File: src/rtl/imem_responder.sv
// Instruction-memory responder for the fetch stage: a loader fills the array,
// then byte-addressed fetches are answered one cycle later with error flagging.
module imem_responder #(
  parameter int N      = 64,
  parameter int DEPTH  = 64,
  localparam int AW    = $clog2(DEPTH)
) (
  input  logic          clk,
  input  logic          reset,
  input  logic          load_valid,
  input  logic [31:0]   load_data,
  input  logic          load_last,
  output logic          load_ready,
  input  logic          req_valid,
  input  logic [N-1:0]  req_addr,
  input  logic          req_flush,
  output logic          req_ready,
  output logic          resp_valid,
  output logic [31:0]   resp_instr,
  output logic          resp_err
);

  localparam logic ST_LOAD  = 1'b0;
  localparam logic ST_SERVE = 1'b1;

  logic         state;
  logic [AW:0]  wr_ptr;
  logic [AW:0]  count;
  logic [31:0]  mem [DEPTH];

  logic [N-3:0] word;
  logic [N-3:0] count_ext;
  logic         load_fire;
  logic         req_fire;
  logic         misaligned;
  logic         out_of_range;

  assign load_ready   = (state == ST_LOAD);
  assign req_ready    = (state == ST_SERVE);
  assign load_fire    = load_valid && load_ready;
  assign req_fire     = req_valid && req_ready && !req_flush;

  // The range check uses the whole word index so huge PCs never alias low words.
  assign word         = req_addr[N-1:2];
  assign count_ext    = (N-2)'(count);
  assign misaligned   = (req_addr[1:0] != 2'b00);
  assign out_of_range = (word >= count_ext);

  always_ff @(posedge clk) begin
    if (load_fire)
      mem[wr_ptr[AW-1:0]] <= load_data;
  end

  always_ff @(posedge clk) begin
    if (!reset) begin
      state      <= ST_LOAD;
      wr_ptr     <= '0;
      count      <= '0;
      resp_valid <= 1'b0;
      resp_instr <= '0;
      resp_err   <= 1'b0;
    end else begin
      if (load_fire) begin
        wr_ptr <= wr_ptr + (AW+1)'(1);
        count  <= count + (AW+1)'(1);
        // Filling the last slot forces the switch even without load_last.
        if (load_last || wr_ptr == (AW+1)'(DEPTH-1))
          state <= ST_SERVE;
      end

      resp_valid <= req_fire;
      if (req_fire) begin
        if (misaligned || out_of_range) begin
          resp_instr <= '0;
          resp_err   <= 1'b1;
        end else begin
          resp_instr <= mem[word[AW-1:0]];
          resp_err   <= 1'b0;
        end
      end else begin
        resp_err <= 1'b0;
      end
    end
  end

endmodule

File: config.mk
export PLATFORM = sky130hd
export DESIGN_NAME = imem_responder
export DESIGN_NICKNAME = d
export VERILOG_FILES = /design/src/rtl/imem_responder.sv
export SDC_FILE = /design/constraint.sdc
export NUM_CORES = 2
export LEC_CHECK = 0
export ABC_AREA = 1
export BUFFER_PORTS_ARGS = -buffer_cell sky130_fd_sc_hd__buf_2
export CAP_MARGIN = 5
export CELL_PAD_IN_SITES_DETAIL_PLACEMENT = 1
export CELL_PAD_IN_SITES_GLOBAL_PLACEMENT = 2
export CORE_MARGIN = 2
export CORE_UTILIZATION = 39
export CTS_BUF_LIST = sky130_fd_sc_hd__clkbuf_4 sky130_fd_sc_hd__clkbuf_8 sky130_fd_sc_hd__clkbuf_16
export CTS_CLUSTER_SIZE = 30
export DETAILED_ROUTE_END_ITERATION = 6
export HOLD_SLACK_MARGIN = 0.1
export PLACE_DENSITY = 0.76
export SYNTH_ARGS = -nofsm -noshare
export SYNTH_HDL_FRONTEND = slang
export SYNTH_SLANG_ARGS = --single-unit
File: constraint.sdc
create_clock -name clk -period 3.82 [get_ports clk]
set_input_delay 0.382 -clock clk [delete_from_list [all_inputs] [get_ports clk]]
set_output_delay 0.382 -clock clk [all_outputs]
set_load 0.05 [all_outputs]
==> flow_metrics.env <==
export IMPL_ant_nets=0
export IMPL_antenna_found_initial=24
export IMPL_vias=58070
export IMPL_synth_seq_cells=2097
export IMPL_cpMaxStageDelayCell="nor3_4"
export IMPL_drt_first_pass_iters=5
export IMPL_die_width_um=472.7
export IMPL_placed_area_mm2=0.09065
export IMPL_nets=7638
export IMPL_clk_path_buf_depth=3
export IMPL_synth_edf_count=2048
export IMPL_clock_latency_ns=0.86
export IMPL_grt_overflow=0
export IMPL_power_switching_w=0.01105
export IMPL_syn_nets=7532
export IMPL_cp_arrival_ns=3.47
export IMPL_clkPwrFrac=0.424
export IMPL_fin_worst_skew_ns=0.03266
export IMPL_setup_tns_ns=0
export IMPL_grt_max_degree=176
export IMPL_synth_top_area_cell="edfxtp_1"
export IMPL_drive_gt1_frac=0.1032
export IMPL_cp_start_kind="flop"
export IMPL_clock_sinks=2097
export IMPL_synth_area_top_cells="edfxtp_1 (72%), nand3_1 (11%), nand2_1 (10%)"
export IMPL_fin_crit_ns=2.929
export IMPL_cp_top_family="simple AND/OR/NAND/NOR gates"
export IMPL_synth_top_area_frac=0.7178
export IMPL_intPower_w=0.03781
export IMPL_clk_pin_slew_worst_paths_ns=0.06
export IMPL_grt_setup_unrepaired="no"
export IMPL_r2r_slack_ns=0.89
export IMPL_switching_share=0.2262
export IMPL_finalCritPeriodShare=0.7667
export IMPL_synth_warnings=0
export IMPL_drcViolationCount=0
export IMPL_postLayoutCellArea_mm2=0.09769
export IMPL_comb_power_share=0.058
export IMPL_synth_area_mm2=0.08567
export IMPL_seqCellArea_mm2=0.06248
export IMPL_htreeDepth=4
export IMPL_grt_usage=0.2431
export IMPL_seq_power_share=0.518
export IMPL_cts_root_buf="clkbuf_16"
export IMPL_fillers=23010
export IMPL_drt_iter0_markers=5149
export IMPL_crit_chain="inv_1 > nor2_1 > inv_1 > nor2_1 > nand2_1 > nor3_4 > buf_4"
export IMPL_max_stage_delay_ns=0.72
export IMPL_slew_headroom=0.1669
export IMPL_syn_avg_cell_area_um2=11.54
export IMPL_path_max_fanout=10
export IMPL_p_per_area_mw_per_mm2=500.2
export IMPL_start_util=0.3911
export IMPL_cts_resized=0
export IMPL_max_freq_mhz=341.4
export IMPL_critPathKind="flop to flop"
export IMPL_ys_async_sr_fraction=0
export IMPL_fin_hold_ws_ns=0.1452
export IMPL_ys_flop_type="edfxtp_1"
export IMPL_die_h_um=472.7
export IMPL_grt_pass1_vias=59590
export IMPL_synth_cell_types=29
export IMPL_multiInputGateArea_mm2=0.01990
export IMPL_utilization=0.4459
export IMPL_p_leak_nw=35.70
export IMPL_drt_total_wl_um=272800
export IMPL_outcome="complete, no violations"
export IMPL_cp_required_ns=4.36
export IMPL_drv_slew=0
export IMPL_power_w=0.04886
export IMPL_dp_hpwl_um=150100
export IMPL_numPortBuffers=137
export IMPL_max_cap_viol_count=0
export IMPL_die_area_mm2=0.2234
export IMPL_wire_per_inst_um=25.77
export IMPL_row_count=172
export IMPL_synth_most_common_cell="nand2_1"
export IMPL_yosys_top_cells_count="nand2_1 (2296), edfxtp_1 (2048), nand3_1 (1921)"
export IMPL_ir_drop_mv=0.3453
export IMPL_hp_class="primary input to flop"
export IMPL_grt_pass1_wl_um=403600
export IMPL_io_pins=138
export IMPL_setup_violations=0
export IMPL_cp_buffers_inverters=3
export IMPL_hold_viol=0
export IMPL_ys_seq_area_frac=0.7293
export IMPL_vias_per_cell=5.484
export IMPL_core_region_area_mm2=0.2191
export IMPL_cts_tree="yes"
export IMPL_area_growth_pct=14.02
export IMPL_place_congestion=0.7889
export IMPL_cts_made_buffers=213
export IMPL_tightest_slew_ns=1.250
export IMPL_synthCells=7421
export IMPL_endpoint_kind="flop"
==> worst reg2reg max path: cells and delay by family, from the launching register on <==
family | cells | cell delay, ns
and+or+nand+nor | 4 | 1.31
buffers and inverters | 3 | 0.69
DFF | 1 | 0.60
==> layout make-up <==
type,count,area share
well taps,2871,0.03677
multi-input cells,4453,0.2037
inverters,413,0.01616
diodes,11,0.0002818
repair buffers,349,0.03316
clock inverters,120,0.009977
clock buffers,275,0.06035
flip-flops and latches,2097,0.6396
==> repair_timing <==
| action | in CTS | in global routing |
|---|---|---|
| endpoints found under the hold margin | 213 | 0 |
| hold buffers | 14 | 0 |
| buffers inserted | 0 | 0 |
==> flip-flops by register name (all words and copies together) (netlist names) <==
signal	count
resp_valid	1
resp_instr	32
req_ready	1
mem	2048
count	7
wr_ptr	7
resp_err	1
==> worst paths after layout <==
check	from	end	cells past startpoint
min reg2reg	resp_instr[23]	resp_instr[23]	2
max reg2reg	wr_ptr[0]	mem[7][15]	7
min	load_data[23]	mem[9][23]	1
max	wr_ptr[0]	mem[7][15]	7
==> routing by layer <==
metal	GRT usage	wire, um	vias to the layer above	share of wire
met5	0	0	-	0
li1	-	-	25990	-
met3	0.03109	13880	407	0.051
met2	0.4104	134100	1591	0.49
met4	0.07572	7355	0	0.027
met1	0.3269	117500	30080	0.43
==> logic make-up (layout without fill, tap and decap cells) <==
| family | count (synthesis) | in the layout | synth area share |
|---|---|---|---|
| adder cells (fa/ha/maj) | 9 | 9 | 0.001314 |
| other | 0 | 11 | 0 |
| XOR/XNOR | 1 | 1 | 0.0001022 |
| AND/OR/NAND/NOR | 4392 | 4392 | 0.2221 |
| AO/OA/AOI/OAI | 51 | 51 | 0.003096 |
| flip-flops | 2097 | 2097 | 0.7293 |
| buffers and inverters | 871 | 1157 | 0.04406 |
==> per-stage QoR <==
| step | cells | setup WS, ns |
|---|---|---|
| floorplan | 7421 | -0.4929 |
| global placement | 10170 | 0.7616 |
| detailed placement | 10170 | 0.6688 |
| CTS | 10580 | 0.8752 |
| global route | 10590 | 0.7115 |
| finish | 10590 | 0.8911 |
==> cell usage in the layout (no fill, tap or decap), drive strengths merged <==
| master | instances |
|---|---|
| dlygate4sd3 | 14 |
| clkinv | 96 |
| o21a | 1 |
| clkbuf | 275 |
| bufinv | 14 |
| diode | 11 |
| clkinvlp | 6 |
| nor3 | 17 |
| nor4 | 1 |
| xor2 | 1 |
| edfxtp | 2048 |
| buf | 335 |
| and2 | 2 |
| nor3b | 1 |
| a31oi | 1 |
| o21ai | 7 |
| a211oi | 1 |
| and3 | 1 |
| nor2 | 110 |
| nand3 | 1921 |
| nand2 | 2296 |
| ha | 9 |
| inv | 417 |
| dfxtp | 49 |
| or2 | 41 |
| a21oi | 40 |
| a41oi | 1 |
| nand4 | 2 |
==> power groups by stage <==
stage / combinational, W / clock (W) / sequential, W
after floorplan: 0.00153 / 0 / 0.0258
after global placement: 0.00276 / 0 / 0.0258
after detailed placement: 0.00282 / 0 / 0.0258
after CTS: 0.00285 / 0.0210 / 0.0253
after global routing: 0.00311 / 0.0219 / 0.0253
final: 0.00284 / 0.0207 / 0.0253
Power figures use the tool's default switching activity.
